$ cat src/rtl/vga_sync.sv
// vga_sync: free-running VGA raster timing generator (pixel/line counters plus sync,
// blanking and tick flags).
// Latency: every output is a flop; flags are computed from the next counter values so
// that all outputs describe the same pixel in the same cycle.
// Backpressure: none; the raster advances on every clk_25 edge while rst_n is high.
// Ports:
//   clk_25     in   pixel clock, all state changes on its rising edge
//   rst_n      in   asynchronous active-low reset
//   h_count    out  10-bit current pixel column, 0..H_TOTAL-1
//   v_count    out  10-bit current line, 0..V_TOTAL-1
//   hsync      out  horizontal sync, active low for columns 0..H_PULSE-1
//   vsync      out  vertical sync, active low for lines 0..V_PULSE-1
//   video_on   out  high inside the visible window
//   line_tick  out  high on the last pixel of every line
//   frame_tick out  high on the last pixel of every frame
module vga_sync #(
   parameter int H_TOTAL    = 800,
   parameter int H_PULSE    = 96,
   parameter int H_BP_END   = 144,
   parameter int H_FP_START = 784,
   parameter int V_TOTAL    = 521,
   parameter int V_PULSE    = 2,
   parameter int V_BP_END   = 31,
   parameter int V_FP_START = 511
) (
   input  logic       clk_25,
   input  logic       rst_n,
   output logic [9:0] h_count,
   output logic [9:0] v_count,
   output logic       hsync,
   output logic       vsync,
   output logic       video_on,
   output logic       line_tick,
   output logic       frame_tick
);

   localparam logic [9:0] H_LAST  = 10'(H_TOTAL - 1);
   localparam logic [9:0] V_LAST  = 10'(V_TOTAL - 1);
   localparam logic [9:0] H_PW    = 10'(H_PULSE);
   localparam logic [9:0] V_PW    = 10'(V_PULSE);
   localparam logic [9:0] H_VIS0  = 10'(H_BP_END);
   localparam logic [9:0] V_VIS0  = 10'(V_BP_END);
   // Front-porch starts may legally equal 1024 (a total of 1024 with no front porch),
   // which does not fit in 10 bits, so the upper window bound is compared in 11 bits.
   localparam logic [10:0] H_VIS1 = 11'(H_FP_START);
   localparam logic [10:0] V_VIS1 = 11'(V_FP_START);

   logic [9:0] h_next;
   logic [9:0] v_next;
   logic       h_wrap;
   logic       v_wrap;
   logic       h_vis_next;
   logic       v_vis_next;

   always_comb begin
      h_wrap = (h_count == H_LAST);
      v_wrap = (v_count == V_LAST);
      h_next = h_wrap ? 10'd0 : h_count + 10'd1;
      v_next = v_count;
      if (h_wrap) begin
         v_next = v_wrap ? 10'd0 : v_count + 10'd1;
      end
      h_vis_next = (h_next >= H_VIS0) && ({1'b0, h_next} < H_VIS1);
      v_vis_next = (v_next >= V_VIS0) && ({1'b0, v_next} < V_VIS1);
   end

   // Flags are registered from the next-state counters so they line up with the
   // counter values that appear on the ports in the same cycle.
   always_ff @(posedge clk_25 or negedge rst_n) begin
      if (!rst_n) begin
         h_count    <= 10'd0;
         v_count    <= 10'd0;
         hsync      <= 1'b0;
         vsync      <= 1'b0;
         video_on   <= 1'b0;
         line_tick  <= 1'b0;
         frame_tick <= 1'b0;
      end else begin
         h_count    <= h_next;
         v_count    <= v_next;
         hsync      <= (h_next >= H_PW);
         vsync      <= (v_next >= V_PW);
         video_on   <= h_vis_next && v_vis_next;
         line_tick  <= (h_next == H_LAST);
         frame_tick <= (h_next == H_LAST) && (v_next == V_LAST);
      end
   end

endmodule

$ cat config.mk
export PLATFORM = sky130hd
export DESIGN_NAME = vga_sync
export DESIGN_NICKNAME = d
export VERILOG_FILES = /design/src/rtl/vga_sync.sv
export SDC_FILE = /design/constraint.sdc
export NUM_CORES = 1
export LEC_CHECK = 0
export BUFFER_PORTS_ARGS = -buffer_cell sky130_fd_sc_hd__buf_2
export CORE_AREA = 3 3 68 54
export CTS_CLUSTER_SIZE = 12
export DETAILED_ROUTE_END_ITERATION = 10
export DIE_AREA = 0 0 71 57
export PLACE_DENSITY = 0.78
export SYNTH_ARGS = -nofsm -noshare
export SYNTH_HDL_FRONTEND = slang
export SYNTH_SLANG_ARGS = --single-unit
$ cat constraint.sdc
create_clock -name clk_25 -period 4.05 [get_ports clk_25]
set_clock_uncertainty 0.2 [all_clocks]
set_input_delay 0 -clock clk_25 [delete_from_list [all_inputs] [get_ports clk_25]]
set_output_delay 0 -clock clk_25 [all_outputs]
set_load 0.005 [all_outputs]
# Word level (Yosys, flattened, before mapping)
# Cells that the tools add are included.
# classes
eq_ne	4
mux	3
magnitude_cmp	6
n_reduce_logical	4
n_addsub	2
# ops
operator	n
10-bit equality test, second input constant	4
10-bit two-way mux	3
10-bit by 1-bit adder with 10-bit output, second input constant	2
10-bit by 2-bit greater-or-equal comparator with 1-bit output, second input constant	1
10-bit by 5-bit greater-or-equal comparator with 1-bit output, second input constant	1
10-bit by 7-bit greater-or-equal comparator with 1-bit output, second input constant	1
10-bit by 8-bit greater-or-equal comparator with 1-bit output, second input constant	1
10-bit < comparator, second input constant	1
10-bit by 9-bit < comparator with 1-bit output, second input constant	1
1-bit logical AND	4
# word_totals
elab_cells	26
register_bits	25
output_inout_bits	25

# Depth between registers and ports, before layout
# Gate-level depths: netlist of the first run.
# logic_depth
depth_word	6
ltp_mapped	9

# Worst setup path before layout of the first run
# Ideal clock, no wire load.
# synth_path
path_type	register -> register
from	register v_count[4]
to	register vsync
setup_ns	0.131
path_buffers	0
synth_period_minus_slack_ns	3.154
path_stages_with_launch	7
arrival_time_ns	2.823
slack_ns	0.896
path_cell_list	dfrtp_1 or4bb_1 nor4_1 mux2_4 or4_1 or4_1 or3_1
# synth_via
elab_chain_len	4
elab_cells_between_ends	5
# synth_rtl
element	line	rtl
start: declaration	29	output logic [9:0] v_count,
start signal: assignment	80	v_count <= v_next;
10-bit by 1-bit adder with 10-bit output / 10-bit equality test (equally long branches)	61, 57	
10-bit two-way mux (*)	61	v_next = v_wrap ? 10'd0 : v_count + 10'd1;
10-bit two-way mux (*)	60	if (h_wrap) begin
named net v_next[8]	49	logic [9:0] v_next;
10-bit by 2-bit greater-or-equal comparator with 1-bit output (*)	82	vsync <= (v_next >= V_PW);
end signal: assignment	82	
end: declaration	31	output logic vsync,
# The timed path passes the listed nets; every way through them passes the cells marked *.

# Worst setup path after layout of the first run
# layout_path
from	register h_count[6]
to	register vsync
# layout_via
elab_chain_len	3
# layout_rtl
element	line	rtl
start: declaration	28	output logic [9:0] h_count,
start signal: assignment	79	h_count <= h_next;
10-bit equality test	56	h_wrap = (h_count == H_LAST);
10-bit two-way mux	60	
named net v_next[8]	49	
10-bit by 2-bit greater-or-equal comparator with 1-bit output	82	
# The timed path passes the listed nets, and every way through them passes these cells.

==> results of run 1 <==
-- cell usage in the layout (no fill, tap or decap), drive strengths merged, types with 2 or more instances in the layout --
cell type,netlist,final
a21oi,6,6
and2,2,2
and3,5,5
and4,4,4
buf,8,27
clkbuf,4,3
dfrtp,25,25
ha,4,4
inv,4,4
nand2,10,10
nand2b,3,3
nand3,13,13
nand4,7,7
nor2,9,9
nor3,3,3
nor3b,2,2
nor4,4,4
o211ai,4,4
o21ai,6,6
o31ai,3,3
or4,3,3
or4bb,3,3
xnor2,7,7
xor2,5,5
-- layout make-up --
type | instances | area [sq um]
inverters | 4 | 15.01
fillers | 277 | 1239
clock buffers | 3 | 41.29
clock inverters | 1 | 5.005
multi-input cells | 125 | 857.1
well taps | 38 | 47.55
flip-flops and latches | 25 | 625.6
repair buffers | 28 | 147.6
-- cell families after synthesis --
group,count (synthesis)
fa+ha+maj,4
buf+inv,16
mux,2
xor+xnor,12
simple gates,77
flops,25
compound gates,30
-- metal layers --
metal,track usage (%),wire length [microns],vias to the layer above
li1,-,-,660
met1,28.29,1723,684
met2,27.74,1668,49
met3,4.930,261,4
met4,4.021,28,0
met5,0,0,-
-- worst max-delay path by stage --
stage | end | startpoint | slack (ns)
floorplan | vsync | v_count[4] | 0.90
global placement | vsync | h_count[6] | 0.73
detailed placement | vsync | h_count[6] | 0.58
CTS | vsync | h_count[6] | 0.57
global route | vsync | h_count[6] | 0.37
finish | vsync | h_count[6] | 0.53
-- critical path: stages (launching register included) --
cell and delay, ns:
dfrtp_1 0.54, or4bb_1 0.58, nor4_1 0.40, mux2_4 0.34, or4_1 0.56, or4_1 0.45
or3_1 0.32
-- power groups by stage --
stage	registers [mW]	clock network, mW	logic (mW)
floorplan	0.254	0	0.000000347
CTS	0.249	0.152	0.00636
global route	0.249	0.166	0.00710
finish	0.249	0.149	0.00582
global placement	0.254	0	0.00534
detailed placement	0.254	0	0.00553
-- state kept, by name, indices dropped and copies added (netlist names) --
register / flops
frame_tick: 1
h_count: 10
hsync: 1
line_tick: 1
v_count: 10
video_on: 1
vsync: 1
-- per-stage QoR --
step                      worst slack (ns)  util (%)  area [sq um]  instances
final                               0.5323     58.40          1739        224
after global routing                0.3682     58.40          1739        224
after CTS                           0.5685     58.40          1739        224
after detailed placement            0.5771     56.51          1683        219
after global placement              0.7305     56.51          1683        219
after floorplan                     0.8955         -          1554        166
==> impl_metrics.yaml, run 1 <==
synth:
  ys_warn_count: 0
  synth_common_cells: "dfrtp_1, nand3_1, nand2_1, nor2_1"
  synth_area_sq_mm: 0.001554
  ys_ff_latch: 25
  synth_edf_count: 0
  synth_most_common_cell: "dfrtp_1"
  synth.distinct_cells: 49
  synthFlopType: "dfrtp_1"
  synth-compound-area-share_pct: 12.88
  synth_top_area_cell: "dfrtp_1"
  yosysTopAreaCellShare_pct: 40.26
  synthCells: 166
  synth_fa_ha_area_share_pct: 3.221
  avgSynthCellArea_sq_um: 9.361
  syn_nets: 172
  synth-simple-area-share_pct: 30.68
  yosysSeqAreaShare_pct: 40.26
  synth_mux_area_share_pct: 1.610
  synth_top_family_by_area: "simple AND/OR/NAND/NOR gates"
  synth_area_leaders: "dfrtp_1, nand3_1, xnor2_1"
  synth_xor_area_share_pct: 6.763
  async_flop_share_pct: 100.0
routing:
  routed_wl_microns: 3681
  route.detailed.drc: 0
  wire_per_inst_microns: 16.43
  drtIter0Drc: 126
  vias_per_cell: 6.237
  num_vias: 1397
  drtAntennaViolNets: 0
  dr.pass1.iters: 4
placed_design:
  gp_congestion: 0.8957
  dp_hpwl_microns: 2679
  io_buffers: 26
global_route:
  grt_usage_pct: 18.96
  grt_pass1_vias: 1215
  grt_pass1_wl_microns: 6147
  antenna_found_initial: 0
  grt_max_degree: 26
  grt_overflow: 0
worst_hold_path:
  min_path_type: "in -> async"
clock_tree:
  cts_resized: 0
  clock_latency_ns: 0.27
  cts_tree: "done"
  cts.sinks: 25
  clockBufferDepth: 2
  clkTransAtPathRegs_ns: 0.09
  hold_buffers: 1
  ctsHtreeMaxLevel: 1
  cts_setup_buffers: 0
  cts_buffers: 3
  cts_root_buffer: "clkbuf_8"
critical_path:
  endpoint_kind: "flop"
  reg2reg_slack_ns: 0.53
  reg2reg_from: "h_count[6]"
  crit_fanout: 15
  rr_worst_depth: 6
  r2r-end: "vsync"
  critPathKind: "reg -> reg"
  worstPathRequired_ns: 4.01
  worstSetupStartpointType: "flop"
  cp.arrival_ns: 3.47
pwr:
  p_leak_nw: 0.8096
  p_int_mw: 0.3192
  p_sw_share_pct: 20.95
  switchingPower_mw: 0.08460
  p_seq_share_pct: 61.7
  peakVddDrop_v: 0.0001526
  pwr-share-comb_pct: 1.4
  finalPower_mw: 0.4038
  power.density_mw_per_mm2: 232.2
  clkPwrFrac_pct: 36.8
sta:
  worstMarginPinSlew_ns: 0.5625
  final_hold_viol_count: 0
  period_share_pct: 86.86
  final.min_clock_period_ns: 3.518
  relSlewSlack_pct: 62.50
  max_freq_mhz: 284.3
  rsz0062_at_grt: "false"
  whs_ns: 0.05826
  setup_viol: 0
  drv_slew: 0
  setup_tns_ns: 0
floorplan:
  die_h_microns: 57
  num_rows: 17
  ioPinCount: 27
  initial_utilization_pct: 52.18
  core-area_sq_mm: 0.002978
  dieWidth_microns: 71
  dieArea_sq_mm: 0.004047
final_layout:
  num_antenna_cells: 0
  drive_gt1_share_pct: 18.28
  area_delta_synth_final_pct: 11.92
  layout.nets: 193
run:
  maxCapViolations: 0
outcome:
  run_status: "completed"
(Power assumes the default switching activity.)
==> run 2: changes to the inputs <==
Settings changed: CORE_AREA 3 3 68 54 to 3 3 86 68, DIE_AREA 0 0 71 57 to 0 0 89 71, PLACE_DENSITY 0.78 to 0.54.
==> run 2 against run 1 <==
Compared with the run above:
- utilization down 24 points
- final cell count rose by 11%
- hold slack got worse by 0.0036 ns
- global-route usage fell by 5.7 points
- via count fell by 3.4%
- power up 0.83%
- sequential share of layout area decreased by 0.81 points
- combinational power grew 3%
- clock-buffer cell count stayed put
- fmax grew 2.8%
- worst setup slack gained 0.097 ns
- final area increased by 2.3%
- largest cell class unchanged
- highest routed layer unchanged
==> impl_metrics.yaml, run 2 (synthesized netlist as in run 1, its figures left out) <==
outcome:
  run_status: "completed"
clock_tree:
  ctsHtreeMaxLevel: 1
  clkTransAtPathRegs_ns: 0.10
  cts_buffers: 3
  cts_tree: "done"
  clockBufferDepth: 2
  clock_latency_ns: 0.27
  cts.sinks: 25
  cts_root_buffer: "clkbuf_8"
critical_path:
  worst-path-buf-inv: 0
  crit_slowest_cell: "or4bb_1"
  path_common_cell: "or4_1"
  crit_fanout: 15
  rr_worst_depth: 6
  crit_start: "h_count[6]"
  reg2reg_slack_ns: 0.63
  worstSetupStartpointType: "flop"
  worstPathRequired_ns: 4.00
  cp_top_family: "simple AND/OR/NAND/NOR gates"
  r2r-end: "frame_tick"
  critPathKind: "reg -> reg"
  critical_path_depth: 6
  cp.arrival_ns: 3.38
  crit_end: "frame_tick"
  endpoint_kind: "flop"
  worst_path_largest_cell_delay_ns: 0.58
  cp_cell_sequence: "or4bb_1 -> nor4_1 -> mux2_4 -> or4_1 -> or4_1 -> nor4b_1"
  reg2reg_from: "h_count[6]"
sta:
  fin_ws_ns: 0.6292
  final.min_clock_period_ns: 3.421
  rsz0062_at_grt: "false"
  setup_viol: 0
  final_hold_viol_count: 0
  period_share_pct: 84.46
  drv_slew: 0
  max_freq_mhz: 292.3
  worstMarginPinSlew_ns: 0.5852
  setup_tns_ns: 0
  relSlewSlack_pct: 60.99
global_route:
  grt_max_degree: 26
  grt_usage_pct: 13.31
  grt_overflow: 0
  grt_pass1_vias: 1210
  antenna_found_initial: 0
  grt_pass1_wl_microns: 6555
final_layout:
  reg_top3: "h_count: 10 flops, v_count: 10 flops"
  mostFrequentLayoutCells: "buf_2, dfrtp_1, nand3_1"
  drive_gt1_share_pct: 18.72
  num_antenna_cells: 0
  layout.nets: 194
  area_delta_synth_final_pct: 14.49
  final_common_cell: "buf_2"
routing:
  dr.pass1.iters: 4
  routed_wl_microns: 3844
  drtIter0Drc: 101
  drtAntennaViolNets: 0
  wire_per_inst_microns: 15.44
  num_vias: 1349
  vias_per_cell: 5.418
  route.detailed.drc: 0
floorplan:
  core-area_sq_mm: 0.005151
  die_h_microns: 71
  initial_utilization_pct: 30.17
  dieWidth_microns: 89
  num_rows: 23
  dieArea_sq_mm: 0.006319
  ioPinCount: 27
worst_hold_path:
  min_path_type: "in -> async"
pwr:
  p_leak_nw: 0.8100
  peakVddDrop_v: 0.0001109
  power.density_mw_per_mm2: 228.8
placed_design:
  gp_congestion: 0.8062
  place_ws_ns: 0.6663
  io_buffers: 26
  dp_hpwl_microns: 2875
run:
  maxCapViolations: 0
-- run 2: cell types whose count changed in the layout (fill, tap and decap cells not counted) --
| cell | before | now |
|---|---|---|
| clkinv_2 | 1 | 0 |
| buf_4 | 1 | 2 |
| clkinvlp_4 | 0 | 1 |
-- run 2: cell type report --
type | count | area (sq um)
Clock buffer | 3 | 41.29
Clock inverter | 1 | 7.507
Fill cell | 524 | 3372
Inverter | 4 | 15.01
Multi-Input combinational cell | 125 | 857.1
Sequential cell | 25 | 625.6
Tap cell | 62 | 77.57
Timing Repair Buffer | 29 | 155.1
-- run 2: per-stage QoR --
| step | utilization, % | power [mW] | hold WS [ns] | instance area (sq um) | std cells |
|---|---|---|---|---|---|
| 6_report | 34.54 | 0.4072 | 0.05465 | 1779 | 249 |
| 5_1_grt | 34.54 | 0.4305 | 0.1275 | 1779 | 249 |
| 4_1_cts | 34.54 | 0.4160 | 0.07834 | 1779 | 249 |
| 3_5_place_dp | 33.40 | 0.2602 | -0.1571 | 1720 | 244 |
| 3_3_place_gp | 33.40 | 0.2601 | -0.1605 | 1720 | 244 |
| 2_1_floorplan | - | 0.2544 | -0.4956 | 1554 | 166 |
-- run 2: how the worst min path moves through the flow --
| stage | startpoint | end | cells after the start |
|---|---|---|---|
| global route | rst_n | v_count[4] | 2 |
| CTS | rst_n | v_count[9] | 2 |
| global placement | rst_n | h_count[9] | 1 |
| finish | rst_n | v_count[4] | 2 |
| detailed placement | rst_n | h_count[9] | 1 |
| floorplan | rst_n | frame_tick | 0 |
-- run 2: power breakdown --
| part | total [mW] | switching [mW] | internal [mW] |
|---|---|---|---|
| Combinational | 0.00597 | 0.00500 | 0.000968 |
| Clock | 0.152 | 0.0821 | 0.0697 |
| Sequential | 0.249 | 0 | 0.249 |
| Total | 0.407 | 0.0871 | 0.320 |
-- run 2: timing repair --
| item | in CTS | in global routing |
|---|---|---|
| gates resized for setup | 0 | 0 |
| endpoints found under the hold margin | 25 | 0 |
| hold buffers | 1 | 0 |
| buffers inserted | 0 | 0 |
-- run 2: layer usage --
layer	share of wire [%]	vias up	track usage (%)
met5	0	-	0
li1	-	656	-
met3	7.3	2	3.492
met4	0.60	0	2.479
met2	41	50	17.55
met1	52	641	21.56
==> run 3: changes to the inputs <==
Clock period 4.05 ns to 3.2 ns, I/O delays scaled along.
==> run 3 against run 2 <==
Compared with the run above:
- utilization increased by 4.5 points
- final area up 13%
- first-iteration DRC count up 52%
- worst setup slack worse by 0.56 ns
- critical path depth rose by 1
- die area did not move
- non-clock buffer count up 22
- hold slack gained 0.0045 ns
- register-to-register slack worse by 0.56 ns
- global-route usage up 0.52 points
- power grew 26%
==> impl_metrics.yaml, run 3 (synthesized netlist as in run 1, its figures left out) <==
outcome:
  run_status: "completed"
clock_tree:
  clkTransAtPathRegs_ns: 0.10
  cts_root_buffer: "clkbuf_8"
  cts_tree: "done"
  cts_buffers: 3
  cts.sinks: 25
  ctsHtreeMaxLevel: 1
  clock_latency_ns: 0.27
  clockBufferDepth: 2
global_route:
  grt_max_degree: 26
  grt_pass1_vias: 1267
  grt_usage_pct: 13.82
  gr-usage-met1_pct: 22.88
  met3_usage_pct: 3.376
  globalRouteMet2Util_pct: 18.37
  grt_overflow: 0
  grt-busiest-layer: "met1"
  antenna_found_initial: 0
  grt_pass1_wl_microns: 6872
final_layout:
  layout.nets: 216
  multi_input_area_sq_um: 913.4
  fillerInstances: 523
  final_common_cell: "buf_2"
  num_antenna_cells: 0
  mostFrequentLayoutCells: "buf_2, dfrtp_1, buf_4"
  seq_area_sq_um: 625.6
  area_delta_synth_final_pct: 29.31
  reg_top3: "h_count: 10 flops, v_count: 10 flops"
  finalInstanceArea_sq_mm: 0.002009
  drive_gt1_share_pct: 31.58
floorplan:
  initial_utilization_pct: 30.17
  num_rows: 23
  ioPinCount: 27
  die_h_microns: 71
  core-area_sq_mm: 0.005151
  dieArea_sq_mm: 0.006319
  dieWidth_microns: 89
pwr:
  p_leak_nw: 0.9582
  peakVddDrop_v: 0.0001162
  finalPower_mw: 0.5133
  power.density_mw_per_mm2: 255.4
sta:
  relSlewSlack_pct: 59.80
  setup_viol: 0
  fin_ws_ns: 0.07169
  rsz0062_at_grt: "true"
  drv_slew: 0
  setup_tns_ns: 0
  max_freq_mhz: 319.7
  final_hold_viol_count: 0
  final.min_clock_period_ns: 3.128
  period_share_pct: 97.76
  worstMarginPinSlew_ns: 0.6030
critical_path:
  worstSetupStartpointType: "flop"
  worstPathRequired_ns: 3.16
  crit_fanout: 14
  cp.arrival_ns: 3.09
  endpoint_kind: "flop"
  critPathKind: "reg -> reg"
routing:
  dr.pass1.iters: 4
  num_vias: 1446
  drtAntennaViolNets: 0
  wire_per_inst_microns: 15.46
  drtIter0Drc: 154
  route.detailed.drc: 0
  vias_per_cell: 5.336
  routed_wl_microns: 4189
placed_design:
  io_buffers: 26
  dp_hpwl_microns: 3174
  gp_congestion: 0.8388
  placed_area_sq_mm: 0.001863
  place_ws_ns: 0.007116
run:
  maxCapViolations: 0
worst_hold_path:
  min_path_type: "in -> async"
-- run 3: layout make-up --
cell class	instances	area share, %
Inverter	4	0.7472
Clock buffer	3	2.055
Clock inverter	1	0.2491
Multi-Input combinational cell	125	45.45
Sequential cell	25	31.13
Tap cell	62	3.861
Timing Repair Buffer	51	16.50
-- run 3: stage by stage --
step / hold WS, ns / util (%) / cells
final: 0.05916 / 39.01 / 271
after global routing: 0.1287 / 39.01 / 271
after CTS: 0.07580 / 37.26 / 268
after detailed placement: -0.1541 / 36.17 / 263
after global placement: -0.1671 / 36.17 / 263
after floorplan: -0.4956 / - / 166
-- run 3: power breakdown --
| group | leakage [nW] | internal, mW | switching, mW | total [mW] |
|---|---|---|---|---|
| combinational | 0.598 | 0.00122 | 0.00652 | 0.00774 |
| sequential | 0.335 | 0.316 | 0 | 0.316 |
| clock | 0.0255 | 0.0871 | 0.103 | 0.190 |
-- run 3: routing by layer --
layer,share of wire [%],wire (microns)
met2,41,1710
met5,0,0
met1,54,2281
met4,0.43,18
met3,4.2,178
-- run 3: final timing paths --
path / from / to / slack (ns) / depth (start not counted)
worst max-delay path: h_count[6] / vsync / 0.07 / 7
worst min-delay path: rst_n / h_count[2] / 0.06 / 2
worst max register to register: h_count[6] / vsync / 0.07 / 7
worst min register to register: h_count[0] / h_count[0] / 0.36 / 2
max in group asynchronous: rst_n / v_count[0] / 2.33 / 2
min in group clk_25: h_count[0] / h_count[0] / 0.36 / 2
-- run 3: repair_timing --
action / 4_1_cts / 5_1_grt
resized for setup: 0 / 13
hold buffers: 1 / 0
endpoints found under the setup margin: 0 / 2
setup buffers: 0 / 3
hold endpoints to repair: 25 / 0
-- run 3: worst max-delay path, stage by stage (launching register included) --
cell and delay, ns:
dfrtp_1 0.39, buf_6 0.15, or4bb_1 0.49, or4_4 0.44
xnor2_2 0.17, or4_4 0.43, or4_4 0.44, or3_1 0.32
